[config.mk]
export PLATFORM = sky130hd
export DESIGN_NAME = cve2_md_issue_flat
export DESIGN_NICKNAME = d
export VERILOG_FILES = /design/src/rtl/cve2_md_issue_if.sv /design/src/rtl/cve2_md_issue.sv /design/src/flat_wrapper.sv
export SDC_FILE = /design/constraint.sdc
export NUM_CORES = 1
export LEC_CHECK = 0
export CORE_MARGIN = 1
export CORE_UTILIZATION = 36
export DETAILED_ROUTE_END_ITERATION = 8
export PLACE_DENSITY_LB_ADDON = 0.05
export SYNTH_ARGS = -nofsm -noshare
export SYNTH_HDL_FRONTEND = slang
export SYNTH_SLANG_ARGS = --single-unit
[constraint.sdc]
create_clock -name clk_i -period 1.7 [get_ports clk_i]
set_input_delay 0.34 -clock clk_i [delete_from_list [all_inputs] [get_ports clk_i]]
set_output_delay 0.34 -clock clk_i [all_outputs]
set_load 0.03 [all_outputs]
[src/rtl/cve2_md_issue_if.sv]
// Request, engine and writeback signals for the M-extension issue/retire stage.
// The slave modport is the issue stage; master is its environment (ID/EX, engine, WB).
interface cve2_md_issue_if;
  logic        req_valid_i;
  logic        req_ready_o;
  logic [2:0]  req_funct3_i;
  logic [31:0] req_op_a_i;
  logic [31:0] req_op_b_i;
  logic [4:0]  req_rd_i;

  logic        md_mult_en_o;
  logic        md_div_en_o;
  logic        md_mult_sel_o;
  logic        md_div_sel_o;
  logic [1:0]  md_operator_o;
  logic [1:0]  md_signed_mode_o;
  logic [31:0] md_op_a_o;
  logic [31:0] md_op_b_o;
  logic [67:0] md_imd_val_q_o;
  logic [67:0] md_imd_val_d_i;
  logic [1:0]  md_imd_val_we_i;
  logic        md_ready_id_o;
  logic [31:0] md_result_i;
  logic        md_valid_i;

  logic        wb_valid_o;
  logic        wb_ready_i;
  logic [4:0]  wb_rd_o;
  logic [31:0] wb_data_o;
  logic        busy_o;

  modport slave (
    input  req_valid_i, req_funct3_i, req_op_a_i, req_op_b_i, req_rd_i,
    output req_ready_o,
    output md_mult_en_o, md_div_en_o, md_mult_sel_o, md_div_sel_o,
    output md_operator_o, md_signed_mode_o, md_op_a_o, md_op_b_o,
    output md_imd_val_q_o, md_ready_id_o,
    input  md_imd_val_d_i, md_imd_val_we_i, md_result_i, md_valid_i,
    output wb_valid_o, wb_rd_o, wb_data_o, busy_o,
    input  wb_ready_i
  );

  modport master (
    output req_valid_i, req_funct3_i, req_op_a_i, req_op_b_i, req_rd_i,
    input  req_ready_o,
    input  md_mult_en_o, md_div_en_o, md_mult_sel_o, md_div_sel_o,
    input  md_operator_o, md_signed_mode_o, md_op_a_o, md_op_b_o,
    input  md_imd_val_q_o, md_ready_id_o,
    output md_imd_val_d_i, md_imd_val_we_i, md_result_i, md_valid_i,
    input  wb_valid_o, wb_rd_o, wb_data_o, busy_o,
    output wb_ready_i
  );
endinterface

[src/rtl/cve2_md_issue.sv]
// RV32M issue/retire stage around the iterative mult/div engine: latches requests,
// owns the engine's intermediate registers and holds results in a writeback slot.
module cve2_md_issue #(
  parameter bit SKIP_RD0 = 1'b1
) (
  input  logic             clk_i,
  input  logic             rst_ni,
  input  logic             flush_i,
  cve2_md_issue_if.slave   bus
);

  typedef enum logic [1:0] {
    IDLE  = 2'd0,
    BUSY  = 2'd1,
    DRAIN = 2'd2
  } state_e;

  state_e      state_reg, state_next;
  logic        is_mult_reg;
  logic [1:0]  operator_reg;
  logic [1:0]  signed_mode_reg;
  logic [31:0] op_a_reg;
  logic [31:0] op_b_reg;
  logic [4:0]  rd_reg;

  logic        wb_valid_reg;
  logic [4:0]  wb_rd_reg;
  logic [31:0] wb_data_reg;

  logic [1:0]  dec_operator;
  logic [1:0]  dec_signed_mode;
  logic        accept;
  logic        wb_load;
  logic        md_ready_id;
  logic        active;

  always_comb begin
    dec_operator    = 2'd0;
    dec_signed_mode = 2'b00;
    case (bus.req_funct3_i)
      3'd0: begin dec_operator = 2'd0; dec_signed_mode = 2'b00; end
      3'd1: begin dec_operator = 2'd1; dec_signed_mode = 2'b11; end
      3'd2: begin dec_operator = 2'd1; dec_signed_mode = 2'b01; end
      3'd3: begin dec_operator = 2'd1; dec_signed_mode = 2'b00; end
      3'd4: begin dec_operator = 2'd2; dec_signed_mode = 2'b11; end
      3'd5: begin dec_operator = 2'd2; dec_signed_mode = 2'b00; end
      3'd6: begin dec_operator = 2'd3; dec_signed_mode = 2'b11; end
      default: begin dec_operator = 2'd3; dec_signed_mode = 2'b00; end
    endcase
  end

  always_comb begin
    state_next  = state_reg;
    accept      = 1'b0;
    wb_load     = 1'b0;
    md_ready_id = 1'b0;
    case (state_reg)
      IDLE: begin
        accept = bus.req_valid_i & ~flush_i;
        if (accept) state_next = BUSY;
      end
      BUSY: begin
        md_ready_id = ~wb_valid_reg | bus.wb_ready_i;
        // A result handed over in the flush cycle is already gone from the engine,
        // so drop it and return to IDLE rather than draining for a result that never comes.
        if (bus.md_valid_i && md_ready_id) begin
          wb_load    = ~flush_i & ~(SKIP_RD0 && (rd_reg == 5'd0));
          state_next = IDLE;
        end else if (flush_i) begin
          state_next = DRAIN;
        end
      end
      DRAIN: begin
        md_ready_id = 1'b1;
        if (bus.md_valid_i) state_next = IDLE;
      end
      default: state_next = IDLE;
    endcase
  end

  always_ff @(posedge clk_i or negedge rst_ni) begin
    if (!rst_ni) begin
      state_reg       <= IDLE;
      is_mult_reg     <= 1'b0;
      operator_reg    <= 2'd0;
      signed_mode_reg <= 2'b00;
      op_a_reg        <= '0;
      op_b_reg        <= '0;
      rd_reg          <= '0;
    end else begin
      state_reg <= state_next;
      if (accept) begin
        is_mult_reg     <= ~bus.req_funct3_i[2];
        operator_reg    <= dec_operator;
        signed_mode_reg <= dec_signed_mode;
        op_a_reg        <= bus.req_op_a_i;
        op_b_reg        <= bus.req_op_b_i;
        rd_reg          <= bus.req_rd_i;
      end
    end
  end

  // Slot clears on acceptance or flush unless a fresh result lands in the same cycle.
  always_ff @(posedge clk_i or negedge rst_ni) begin
    if (!rst_ni) begin
      wb_valid_reg <= 1'b0;
      wb_rd_reg    <= '0;
      wb_data_reg  <= '0;
    end else if (wb_load) begin
      wb_valid_reg <= 1'b1;
      wb_rd_reg    <= rd_reg;
      wb_data_reg  <= bus.md_result_i;
    end else if (bus.wb_ready_i || flush_i) begin
      wb_valid_reg <= 1'b0;
    end
  end

  for (genvar gi = 0; gi < 2; gi++) begin : g_imd
    logic [33:0] imd_reg;
    always_ff @(posedge clk_i or negedge rst_ni) begin
      if (!rst_ni) begin
        imd_reg <= '0;
      end else if (bus.md_imd_val_we_i[gi] && active) begin
        imd_reg <= bus.md_imd_val_d_i[34*gi +: 34];
      end
    end
    assign bus.md_imd_val_q_o[34*gi +: 34] = imd_reg;
  end

  assign active               = (state_reg != IDLE);
  assign bus.req_ready_o      = (state_reg == IDLE) & ~flush_i;
  assign bus.md_mult_en_o     = active & is_mult_reg;
  assign bus.md_mult_sel_o    = active & is_mult_reg;
  assign bus.md_div_en_o      = active & ~is_mult_reg;
  assign bus.md_div_sel_o     = active & ~is_mult_reg;
  assign bus.md_operator_o    = operator_reg;
  assign bus.md_signed_mode_o = signed_mode_reg;
  assign bus.md_op_a_o        = op_a_reg;
  assign bus.md_op_b_o        = op_b_reg;
  assign bus.md_ready_id_o    = md_ready_id;
  assign bus.wb_valid_o       = wb_valid_reg;
  assign bus.wb_rd_o          = wb_rd_reg;
  assign bus.wb_data_o        = wb_data_reg;
  assign bus.busy_o           = active;

endmodule

[src/flat_wrapper.sv]
// flat-port wrapper written by rule: the top's interface ports become plain ports
module cve2_md_issue_flat 
#(
  parameter bit SKIP_RD0 = 1'b1
)
  (clk_i, rst_ni, flush_i, bus_req_valid_i, bus_req_funct3_i, bus_req_op_a_i, bus_req_op_b_i, bus_req_rd_i, bus_req_ready_o, bus_md_mult_en_o, bus_md_div_en_o, bus_md_mult_sel_o, bus_md_div_sel_o, bus_md_operator_o, bus_md_signed_mode_o, bus_md_op_a_o, bus_md_op_b_o, bus_md_imd_val_q_o, bus_md_ready_id_o, bus_md_imd_val_d_i, bus_md_imd_val_we_i, bus_md_result_i, bus_md_valid_i, bus_wb_valid_o, bus_wb_rd_o, bus_wb_data_o, bus_busy_o, bus_wb_ready_i);
  cve2_md_issue_if bus_i ();
  input  logic clk_i;
  input  logic rst_ni;
  input  logic flush_i;
  input wire logic [$bits(bus_i.req_valid_i)-1:0] bus_req_valid_i;
  input wire logic [$bits(bus_i.req_funct3_i)-1:0] bus_req_funct3_i;
  input wire logic [$bits(bus_i.req_op_a_i)-1:0] bus_req_op_a_i;
  input wire logic [$bits(bus_i.req_op_b_i)-1:0] bus_req_op_b_i;
  input wire logic [$bits(bus_i.req_rd_i)-1:0] bus_req_rd_i;
  output wire logic [$bits(bus_i.req_ready_o)-1:0] bus_req_ready_o;
  output wire logic [$bits(bus_i.md_mult_en_o)-1:0] bus_md_mult_en_o;
  output wire logic [$bits(bus_i.md_div_en_o)-1:0] bus_md_div_en_o;
  output wire logic [$bits(bus_i.md_mult_sel_o)-1:0] bus_md_mult_sel_o;
  output wire logic [$bits(bus_i.md_div_sel_o)-1:0] bus_md_div_sel_o;
  output wire logic [$bits(bus_i.md_operator_o)-1:0] bus_md_operator_o;
  output wire logic [$bits(bus_i.md_signed_mode_o)-1:0] bus_md_signed_mode_o;
  output wire logic [$bits(bus_i.md_op_a_o)-1:0] bus_md_op_a_o;
  output wire logic [$bits(bus_i.md_op_b_o)-1:0] bus_md_op_b_o;
  output wire logic [$bits(bus_i.md_imd_val_q_o)-1:0] bus_md_imd_val_q_o;
  output wire logic [$bits(bus_i.md_ready_id_o)-1:0] bus_md_ready_id_o;
  input wire logic [$bits(bus_i.md_imd_val_d_i)-1:0] bus_md_imd_val_d_i;
  input wire logic [$bits(bus_i.md_imd_val_we_i)-1:0] bus_md_imd_val_we_i;
  input wire logic [$bits(bus_i.md_result_i)-1:0] bus_md_result_i;
  input wire logic [$bits(bus_i.md_valid_i)-1:0] bus_md_valid_i;
  output wire logic [$bits(bus_i.wb_valid_o)-1:0] bus_wb_valid_o;
  output wire logic [$bits(bus_i.wb_rd_o)-1:0] bus_wb_rd_o;
  output wire logic [$bits(bus_i.wb_data_o)-1:0] bus_wb_data_o;
  output wire logic [$bits(bus_i.busy_o)-1:0] bus_busy_o;
  input wire logic [$bits(bus_i.wb_ready_i)-1:0] bus_wb_ready_i;
  assign bus_i.req_valid_i = bus_req_valid_i;
  assign bus_i.req_funct3_i = bus_req_funct3_i;
  assign bus_i.req_op_a_i = bus_req_op_a_i;
  assign bus_i.req_op_b_i = bus_req_op_b_i;
  assign bus_i.req_rd_i = bus_req_rd_i;
  assign bus_req_ready_o = bus_i.req_ready_o;
  assign bus_md_mult_en_o = bus_i.md_mult_en_o;
  assign bus_md_div_en_o = bus_i.md_div_en_o;
  assign bus_md_mult_sel_o = bus_i.md_mult_sel_o;
  assign bus_md_div_sel_o = bus_i.md_div_sel_o;
  assign bus_md_operator_o = bus_i.md_operator_o;
  assign bus_md_signed_mode_o = bus_i.md_signed_mode_o;
  assign bus_md_op_a_o = bus_i.md_op_a_o;
  assign bus_md_op_b_o = bus_i.md_op_b_o;
  assign bus_md_imd_val_q_o = bus_i.md_imd_val_q_o;
  assign bus_md_ready_id_o = bus_i.md_ready_id_o;
  assign bus_i.md_imd_val_d_i = bus_md_imd_val_d_i;
  assign bus_i.md_imd_val_we_i = bus_md_imd_val_we_i;
  assign bus_i.md_result_i = bus_md_result_i;
  assign bus_i.md_valid_i = bus_md_valid_i;
  assign bus_wb_valid_o = bus_i.wb_valid_o;
  assign bus_wb_rd_o = bus_i.wb_rd_o;
  assign bus_wb_data_o = bus_i.wb_data_o;
  assign bus_busy_o = bus_i.busy_o;
  assign bus_i.wb_ready_i = bus_wb_ready_i;
  cve2_md_issue #(.SKIP_RD0(SKIP_RD0)) u_core (.clk_i(clk_i), .rst_ni(rst_ni), .flush_i(flush_i), .bus(bus_i));
endmodule
==> results.py, run 1 <==
metrics = {
    "cells_and_area": {
        "multi_input_area_um2": 2634,
        "fillers": 1364,
        "nNetsFinal": 1037,
        "syn_to_final_growth_pct": 81.78,
        "layout_common_cells": "dfrtp_1, clkdlybuf4s50_1, dlygate4sd2_1, mux2_2, mux2_4",
        "drive_gt1_share_pct": 35.33,
        "final_common_cell": "dfrtp_1",
        "final_util_pct": 67.35,
        "seqCellArea_um2": 4554,
        "layout.cells.non_filler": 1127,
        "largest_register_ffs": 68,
    },
    "setup_path": {
        "crit_type": "reg2out",
        "crit_arrival_ns": 1.59,
        "rrSetupSlack_ns": -0.22,
        "worstPathCellList": "inv_2 > buf_6 > ha_4 > buf_6 > buf_6 > nor2b_4 > buf_6",
        "crit_top_cell": "buf_6",
        "worstPathMaxFanout": 3,
        "r2r_start": "u_core.state_reg[1]",
        "r2r-end": "u_core.bus.wb_data_o[31]",
        "crit_path_end_kind": "primary output",
        "cp-start-kind": "flop",
        "slowest_stage": "dfrtp_1",
        "crit_family": "buffers and inverters",
        "slowest_delay_ns": 0.36,
        "cp.required_ns": 1.36,
        "rr_worst_depth": 9,
        "path_buf_inv": 5,
    },
    "route": {
        "drtIter0Drc": 108,
        "postRouteAntennaNets": 0,
        "vias": 5186,
        "wl_per_cell_um": 19.32,
        "viasPerCell": 4.602,
        "first_pass_iters": 4,
        "wl_mm": 21.77,
        "post-route-drc-count": 0,
    },
    "clocking": {
        "cts.clk_slew.worst_paths_ns": 0.07,
        "cts_tree": "done",
        "clkSinkCount": 182,
        "cts_buffer_depth": 2,
        "cts-root-buf": "clkbuf_16",
        "htreeDepth": 4,
        "cts_buffers": 17,
        "clk_latency_ns": 0.42,
    },
    "flow_run": {
        "cap_viol_max_count": 0,
    },
    "placed_design": {
        "pre_cts_slack_ns": -0.3358,
        "dp_cells": 1053,
        "routabilityCongestion": 0.7777,
        "place_hpwl_mm": 14.77,
        "port_buffers": 360,
    },
    "timing": {
        "fin_skew_ns": 0.009527,
        "finalSetupViolCount": 146,
        "fin_crit_sh_pct": 113.8,
        "fmax_ghz": 0.5169,
        "fin_crit_ns": 1.935,
        "slew_violations": 0,
        "worst_slew_pin_slew_ns": 0.6591,
        "worst_slack_ns": -0.2346,
        "hold_violations": 0,
        "finalSetupTns_ns": -12.72,
        "rsz0062_at_grt": "yes",
        "slew_headroom_pct": 55.99,
    },
    "synth": {
        "syn_inst": 424,
        "syn_nets": 608,
        "synth_warnings": 0,
        "yosysSeqAreaShare_pct": 65.28,
        "syn_avg_cell_area_um2": 16.45,
        "netlist_area_um2": 6977,
        "ys_types": 24,
        "ys_ff_latch": 182,
    },
    "pwr": {
        "p_leak_nw": 5.815,
        "p_per_area_nw_per_um2": 1988,
        "ir_drop_mv": 0.9870,
    },
    "floorplanning": {
        "die-area_um2": 19940,
        "start_util_pct": 37.05,
        "core_um2": 18830,
        "pin_count": 361,
        "placement_rows": 50,
        "fp.dieW_um": 141.2,
        "die_h_um": 141.2,
    },
    "outcome": {
        "status": "finished, violations left",
        "violations": "setup timing",
    },
    "hold_path": {
        "hold_class": "in2async",
    },
    "global_routing": {
        "antenna_found_initial": 1,
        "gr-total-overflow": 0,
        "grt_pass1_wl_mm": 31.19,
        "grt_use_total_pct": 20.84,
        "grt_max_degree": 45,
        "grt_pass1_vias": 5578,
    },
}
[cells in the mapped netlist]
cell         n  area share (%)
nand2b_1     2            0.18
buf_1        9            0.48
nor2_1       2            0.11
or4_1        1            0.11
buf_2        5            0.36
o21a_1       1            0.11
o21bai_1     1            0.11
o21ai_0      5            0.36
nand2_1      8            0.43
o2bb2ai_1    1            0.13
and3_1       1           0.090
buf_4        2            0.22
xor2_1       1            0.13
nor2b_1      7            0.63
dfrtp_1    182              65
buf_6        3            0.48
ha_1         4            0.72
a21oi_1      5            0.36
mux2i_1      1            0.14
mux2_2     156              25
a21boi_0     1            0.11
inv_1        5            0.27
mux2_4      18             3.9
clkbuf_1     3            0.16
[power breakdown]
part | switching [W] | internal, W | leakage, nW
combinational | 0.00752 | 0.00630 | 3.40
clock | 0.00172 | 0.00204 | 0.258
sequential | 0.00111 | 0.00653 | 2.16
total | 0.0104 | 0.0149 | 5.82
[routing by layer]
layer,track usage [%],share of wire (%),vias up,wire length (µm)
li1,-,-,2361,-
met1,23.36,37,2566,8114
met2,36.61,53,222,11530
met3,6.454,7.0,37,1517
met4,8.753,2.8,0,607
met5,0,0,-,0
[logic make-up (layout without fill, tap and decap cells)]
| kind of cell | Yosys count | after routing | share of synthesized area (%) |
|---|---|---|---|
| muxes | 175 | 175 | 29.20 |
| other | 0 | 1 | 0 |
| xor gates and xnor gates | 1 | 1 | 0.1256 |
| AOI/OAI and AO/OA | 14 | 14 | 1.166 |
| DFF | 182 | 182 | 65.28 |
| adders and majority gates | 4 | 4 | 0.7174 |
| buffers and inverters | 27 | 467 | 1.973 |
| and+or+nand+nor | 21 | 23 | 1.542 |
[per-stage QoR]
step / total power (W) / cell area, µm² / hold WS [ns]
after CTS: 0.02448 / 12100 / 0.3802
after global routing: 0.02640 / 12680 / 0.3956
final: 0.02522 / 12680 / 0.3795
after floorplan: 0.01512 / 7032 / 0.04441
after detailed placement: 0.02129 / 11160 / 0.2738
after global placement: 0.02101 / 11160 / 0.2692
[area by class of cell]
class                      count  share of cell area [%]
timing repair buffer         430                   36.22
sequential                   182                   35.91
multi-input combinational    217                   20.77
clock buffer                  20                   3.443
tap                          260                   2.565
clock inverter                12                  0.9274
inverter                       5                  0.1480
antenna                        1                 0.01973
[worst max-delay path by stage]
stage                                    from                           to  cells after the start
after floorplan           u_core.state_reg[0]  u_core.bus.md_operator_o[0]                      8
final                     u_core.state_reg[1]             bus_md_mult_en_o                      7
after global placement         bus_wb_ready_i      u_core.bus.wb_data_o[1]                      6
after detailed placement              flush_i      u_core.bus.wb_data_o[1]                      6
after CTS                 u_core.state_reg[1]            bus_md_mult_sel_o                      7
after global routing      u_core.state_reg[1]             bus_md_mult_en_o                      7
[what timing repair did]
action	in CTS	in global routing
hold buffers	1	0
setup buffers	13	7
setup endpoints to repair	328	186
pin swaps	1	7
hold endpoints to repair	32	0
cloned	9	16
gates resized for setup	236	54
(Power assumes the default switching activity.)
==> run 2: changes to the inputs <==
--- a/config.mk
+++ b/config.mk
@@ -5,10 +5,12 @@
 export SDC_FILE = /design/constraint.sdc
 export NUM_CORES = 1
 export LEC_CHECK = 0
-export CORE_MARGIN = 1
-export CORE_UTILIZATION = 36
+export CORE_AREA = 2 2 140 142
 export DETAILED_ROUTE_END_ITERATION = 8
+export DIE_AREA = 0 0 142 144
+export MAX_ROUTING_LAYER = met4
 export PLACE_DENSITY_LB_ADDON = 0.05
+export SETUP_SLACK_MARGIN = 0.15
 export SYNTH_ARGS = -nofsm -noshare
 export SYNTH_HDL_FRONTEND = slang
 export SYNTH_SLANG_ARGS = --single-unit
==> constraint.sdc (replaced) <==
create_clock -name clk_i -period 1.8 [get_ports clk_i]
set_input_delay 0.36 -clock clk_i [delete_from_list [all_inputs] [get_ports clk_i]]
set_output_delay 0.36 -clock clk_i [all_outputs]
set_load 0.03 [all_outputs]
==> results.py, run 2 (synthesis gave the netlist of run 1 again) <==
metrics = {
    "cells_and_area": {
        "nNetsFinal": 1041,
        "multi_input_area_um2": 2731,
        "drive_gt1_share_pct": 36.25,
        "fillers": 1387,
        "stdcell_area_um2": 12950,
        "layout_common_cells": "dfrtp_1, clkdlybuf4s50_1, dlygate4sd2_1, mux2_4, mux2_2",
        "diodes": 0,
        "seqCellArea_um2": 4556,
        "largest_register_ffs": 68,
        "syn_to_final_growth_pct": 85.60,
        "final_common_cell": "dfrtp_1",
        "final_util_pct": 67.87,
    },
    "setup_path": {
        "crit_family": "buffers and inverters",
        "cp.required_ns": 2.11,
        "crit_top_cell": "buf_6",
        "r2r-end": "u_core.g_imd[0].imd_reg[13]",
        "rr_worst_depth": 10,
        "crit_type": "reg2reg",
        "rrSetupSlack_ns": -0.14,
        "cp-start-kind": "flop",
        "crit_path_end_kind": "flop",
        "worstSetupPathDepth": 10,
        "slowest_delay_ns": 0.38,
        "crit_arrival_ns": 2.25,
        "path_buf_inv": 7,
        "r2r_start": "u_core.state_reg[1]",
        "worstPathMaxFanout": 5,
        "worstPathCellList": "inv_2 > buf_6 > ha_4 > buf_4 > buf_6 > nor2b_4 > buf_12 > buf_6 > clkbuf_16 > mux2_4",
        "slowest_stage": "dfrtp_1",
    },
    "pwr": {
        "swShare_pct": 40.26,
        "intPower_w": 0.01477,
        "p_seq_share_pct": 29.5,
        "p_switching_w": 0.009955,
        "p_leak_nw": 6.039,
        "p_per_area_nw_per_um2": 1909,
        "clkPwrFrac_pct": 16.0,
        "pwr-share-comb_pct": 54.6,
        "ir_drop_mv": 0.9038,
    },
    "global_routing": {
        "gr-total-overflow": 0,
        "antenna_found_initial": 0,
        "grt_pass1_vias": 5613,
        "grt_use_total_pct": 21.75,
        "grt_max_degree": 42,
        "grt_pass1_wl_mm": 32.42,
    },
    "route": {
        "drtIter0Drc": 153,
        "postRouteAntennaNets": 0,
        "first_pass_iters": 4,
        "post-route-drc-count": 0,
        "wl_per_cell_um": 20.77,
        "viasPerCell": 4.767,
        "vias": 5277,
        "wl_mm": 22.99,
    },
    "floorplanning": {
        "fp.dieW_um": 142,
        "die_h_um": 144,
        "core_um2": 19080,
        "placement_rows": 51,
        "die-area_um2": 20450,
        "start_util_pct": 36.57,
        "pin_count": 361,
    },
    "placed_design": {
        "routabilityCongestion": 0.7985,
        "pre_cts_slack_ns": -0.2813,
        "placed_cell_area_um2": 11070,
        "place_hpwl_mm": 14.79,
        "port_buffers": 360,
    },
    "outcome": {
        "violations": "setup timing",
        "status": "finished, violations left",
    },
    "clocking": {
        "clk_latency_ns": 0.42,
        "htreeDepth": 4,
        "cts_buffer_depth": 2,
        "cts_buffers": 17,
        "cts.clk_slew.worst_paths_ns": 0.07,
        "cts-root-buf": "clkbuf_16",
        "clkSinkCount": 182,
        "cts_tree": "done",
    },
    "timing": {
        "fmax_ghz": 0.5150,
        "worst_slack_ns": -0.1419,
        "rsz0062_at_grt": "yes",
        "hold_violations": 0,
        "slew_headroom_pct": 71.36,
        "finalSetupViolCount": 177,
        "fin_crit_sh_pct": 107.9,
        "fin_crit_ns": 1.942,
        "fin_skew_ns": 0.007735,
        "slew_violations": 0,
        "worst_slew_pin_slew_ns": 0.4295,
    },
    "flow_run": {
        "cap_viol_max_count": 0,
    },
    "hold_path": {
        "hold_class": "in2async",
    },
}
run 2: changes by cell type in the layout (fill, tap and decap cells not counted), sizes merged, moves of 2 or more:
| cell | before | now |
|---|---|---|
| bufinv | 1 | 3 |
| clkbuf | 32 | 30 |
| dlygate4sd2 | 174 | 172 |
| clkdlybuf4s15 | 0 | 2 |
| clkinvlp | 4 | 1 |
| nand2 | 10 | 8 |
| buf | 65 | 74 |
run 2: power groups by stage:
stage                     clock, W  sequential, W  combinational [W]
after floorplan                  0         0.0112            0.00304
after global placement           0        0.00720             0.0126
after detailed placement         0        0.00732             0.0128
after CTS                  0.00401        0.00721             0.0124
after global routing       0.00420        0.00755             0.0141
final                      0.00395        0.00729             0.0135
run 2: layout make-up:
type | instances | area share, %
Tap cell | 238 | 2.300
Clock buffer | 21 | 3.710
Multi-Input combinational cell | 215 | 21.09
Timing Repair Buffer | 436 | 36.45
Inverter | 5 | 0.1643
Clock inverter | 10 | 1.102
Sequential cell | 182 | 35.18
run 2: repair_timing:
action | CTS | global route
endpoints found under the setup margin | 357 | 188
endpoints found under the hold margin | 36 | 0
gates cloned | 11 | 12
hold buffers | 1 | 0
pin swaps | 3 | 5
gates resized for setup | 248 | 90
buffers inserted | 20 | 9
run 2: worst max-delay path by stage:
stage	from	to	slack (ns)
after detailed placement	flush_i	u_core.state_reg[0]	-0.28
after global routing	u_core.state_reg[1]	u_core.g_imd[1].imd_reg[5]	-0.19
after floorplan	u_core.state_reg[1]	u_core.bus.wb_data_o[13]	0.007
after global placement	bus_wb_ready_i	u_core.bus.wb_rd_o[3]	-0.21
after CTS	u_core.state_reg[1]	bus_md_mult_sel_o	-0.09
final	u_core.state_reg[1]	u_core.g_imd[0].imd_reg[13]	-0.14
run 2: metal layers:
metal	part of all wire (%)	vias up	global-route usage, %
met5	0	-	-
met4	2.1	0	7.158
met3	6.8	34	6.589
met2	53	234	37.02
met1	38	2650	24.66
li1	-	2359	-
run 2: metrics by stage:
stage	TNS, ns	total power (W)	instances	hold slack (ns)
after floorplan	0	0.01425	424	0.06441
after global placement	-9.397	0.01983	1023	0.3132
after detailed placement	-13.81	0.02008	1023	0.3152
after CTS	-3.233	0.02367	1086	0.4324
after global routing	-21.89	0.02584	1107	0.4530
final	-11.46	0.02472	1107	0.4216
==> run 3: changes to the inputs <==
--- a/config.mk
+++ b/config.mk
@@ -9,8 +9,9 @@
 export DETAILED_ROUTE_END_ITERATION = 8
 export DIE_AREA = 0 0 142 144
 export MAX_ROUTING_LAYER = met4
-export PLACE_DENSITY_LB_ADDON = 0.05
+export PLACE_DENSITY = 0.76
 export SETUP_SLACK_MARGIN = 0.15
+export SKIP_CTS_REPAIR_TIMING = 1
 export SYNTH_ARGS = -nofsm -noshare
 export SYNTH_HDL_FRONTEND = slang
 export SYNTH_SLANG_ARGS = --single-unit
==> results.py, run 3 (synthesis gave the netlist of run 1 again) <==
metrics = {
    "outcome": {
        "status": "finished, violations left",
        "violations": "setup timing",
    },
    "clocking": {
        "cts_tree": "done",
        "htreeDepth": 4,
        "cts_buffers": 17,
        "clkSinkCount": 182,
        "cts_buffer_depth": 2,
        "cts-root-buf": "clkbuf_16",
        "cts.clk_slew.worst_paths_ns": 0.08,
        "clk_latency_ns": 0.43,
    },
    "setup_path": {
        "worstPathMaxFanout": 16,
        "crit_arrival_ns": 2.21,
        "crit_path_end_kind": "flop",
        "rr_worst_depth": 7,
        "cp.required_ns": 2.10,
        "crit_type": "reg2reg",
        "cp-start-kind": "flop",
        "rrSetupSlack_ns": -0.11,
    },
    "route": {
        "postRouteAntennaNets": 0,
        "post-route-drc-count": 0,
        "first_pass_iters": 4,
        "viasPerCell": 4.760,
        "wl_mm": 22.78,
        "drtIter0Drc": 90,
        "vias": 5188,
        "wl_per_cell_um": 20.90,
    },
    "timing": {
        "slew_headroom_pct": 73.43,
        "rsz0062_at_grt": "yes",
        "fin_crit_sh_pct": 105.9,
        "fin_skew_ns": 0.01096,
        "hold_violations": 0,
        "finalSetupViolCount": 102,
        "worst_slew_pin_slew_ns": 0.3979,
        "fin_crit_ns": 1.906,
        "worst_slack_ns": -0.1063,
        "whs_ns": 0.3805,
        "fmax_ghz": 0.5246,
        "slew_violations": 0,
    },
    "pwr": {
        "clkPwrFrac_pct": 15.0,
        "intPower_w": 0.01491,
        "p_switching_w": 0.009924,
        "p_leak_nw": 7.178,
        "pwr-share-comb_pct": 55.7,
        "report.power.total_w": 0.02484,
        "swShare_pct": 39.96,
        "p_seq_share_pct": 29.4,
        "ir_drop_mv": 0.9905,
        "p_per_area_nw_per_um2": 1915,
    },
    "placed_design": {
        "pre_cts_slack_ns": -0.3279,
        "place_hpwl_mm": 15.30,
        "routabilityCongestion": 0.7692,
        "port_buffers": 360,
        "placed_cell_area_um2": 11050,
    },
    "global_routing": {
        "grt_use_total_pct": 19.31,
        "gr-total-overflow": 0,
        "grt_pass1_wl_mm": 29.14,
        "grt_pass1_vias": 5482,
        "grt_max_degree": 55,
        "antenna_found_initial": 0,
    },
    "cells_and_area": {
        "drive_gt1_share_pct": 33.69,
        "stdcell_area_um2": 12970,
        "largest_register_ffs": 68,
        "syn_to_final_growth_pct": 85.89,
        "layout_common_cells": "dfrtp_1, clkdlybuf4s50_1, dlymetal6s2s_1, mux2_2, mux2_4",
        "nNetsFinal": 1023,
        "final_common_cell": "dfrtp_1",
        "diodes": 0,
    },
    "flow_run": {
        "cap_viol_max_count": 0,
    },
    "floorplanning": {
        "fp.dieW_um": 142,
        "start_util_pct": 36.57,
        "core_um2": 19080,
        "pin_count": 361,
        "placement_rows": 51,
        "die-area_um2": 20450,
        "die_h_um": 144,
    },
    "hold_path": {
        "hold_class": "in2async",
    },
}
## run 3: changes by cell type in the layout (fill, tap and decap cells not counted), sizes merged, moves of 6 or more
cell          previous run  this run
inv                      8        14
dlygate4sd2            172         0
dlymetal6s2s             0       174
buf                     74        53
## run 3: metal layers
layer | GRT usage (%) | part of all wire [%]
met5 | - | 0
met4 | 6.579 | 1.9
met3 | 5.166 | 6.5
met2 | 33.64 | 55
met1 | 21.60 | 37
## run 3: final cells by class
class | instances | area, µm²
clock buffer | 18 | 429.2
clock inverter | 14 | 152.6
fill | 1237 | 6111
inverter | 5 | 18.77
multi-input combinational | 217 | 2638
sequential | 182 | 4554
tap | 238 | 297.8
timing repair buffer | 416 | 4878
## run 3: power groups by stage
stage                     Sequential, W  Clock [W]  Combinational [W]
after floorplan                  0.0112          0            0.00304
after global placement          0.00722          0             0.0125
after detailed placement        0.00736          0             0.0127
after CTS                       0.00731    0.00379             0.0127
after global routing            0.00753    0.00399             0.0144
final                           0.00729    0.00372             0.0138
## run 3: final timing paths
check	startpoint	to
setup / recovery	u_core.state_reg[1]	u_core.bus.wb_data_o[31]
hold / removal	rst_ni	u_core.g_imd[1].imd_reg[23]
setup reg to reg	u_core.state_reg[1]	u_core.bus.wb_data_o[31]
hold reg to reg	u_core.bus.md_signed_mode_o[0]	u_core.bus.md_signed_mode_o[0]
max in group asynchronous	rst_ni	u_core.rd_reg[2]
min in group clk_i	u_core.bus.md_signed_mode_o[0]	u_core.bus.md_signed_mode_o[0]
## run 3: critical path: stages, from the launching register on
cell and delay [ns]:
dfrtp_1 0.41, inv_2 0.07, ha_1 0.22, nor2b_4 0.19
and3_4 0.20, o21a_4 0.17, buf_12 0.17, mux2_2 0.35
## run 3: metrics by stage
stage	instances	util, %	TNS [ns]
after floorplan	424	-	0
after global placement	1026	57.90	-10.26
after detailed placement	1026	57.90	-14.14
after CTS	1058	60.95	-14.17
after global routing	1090	67.97	-10.62
final	1090	67.97	-5.725
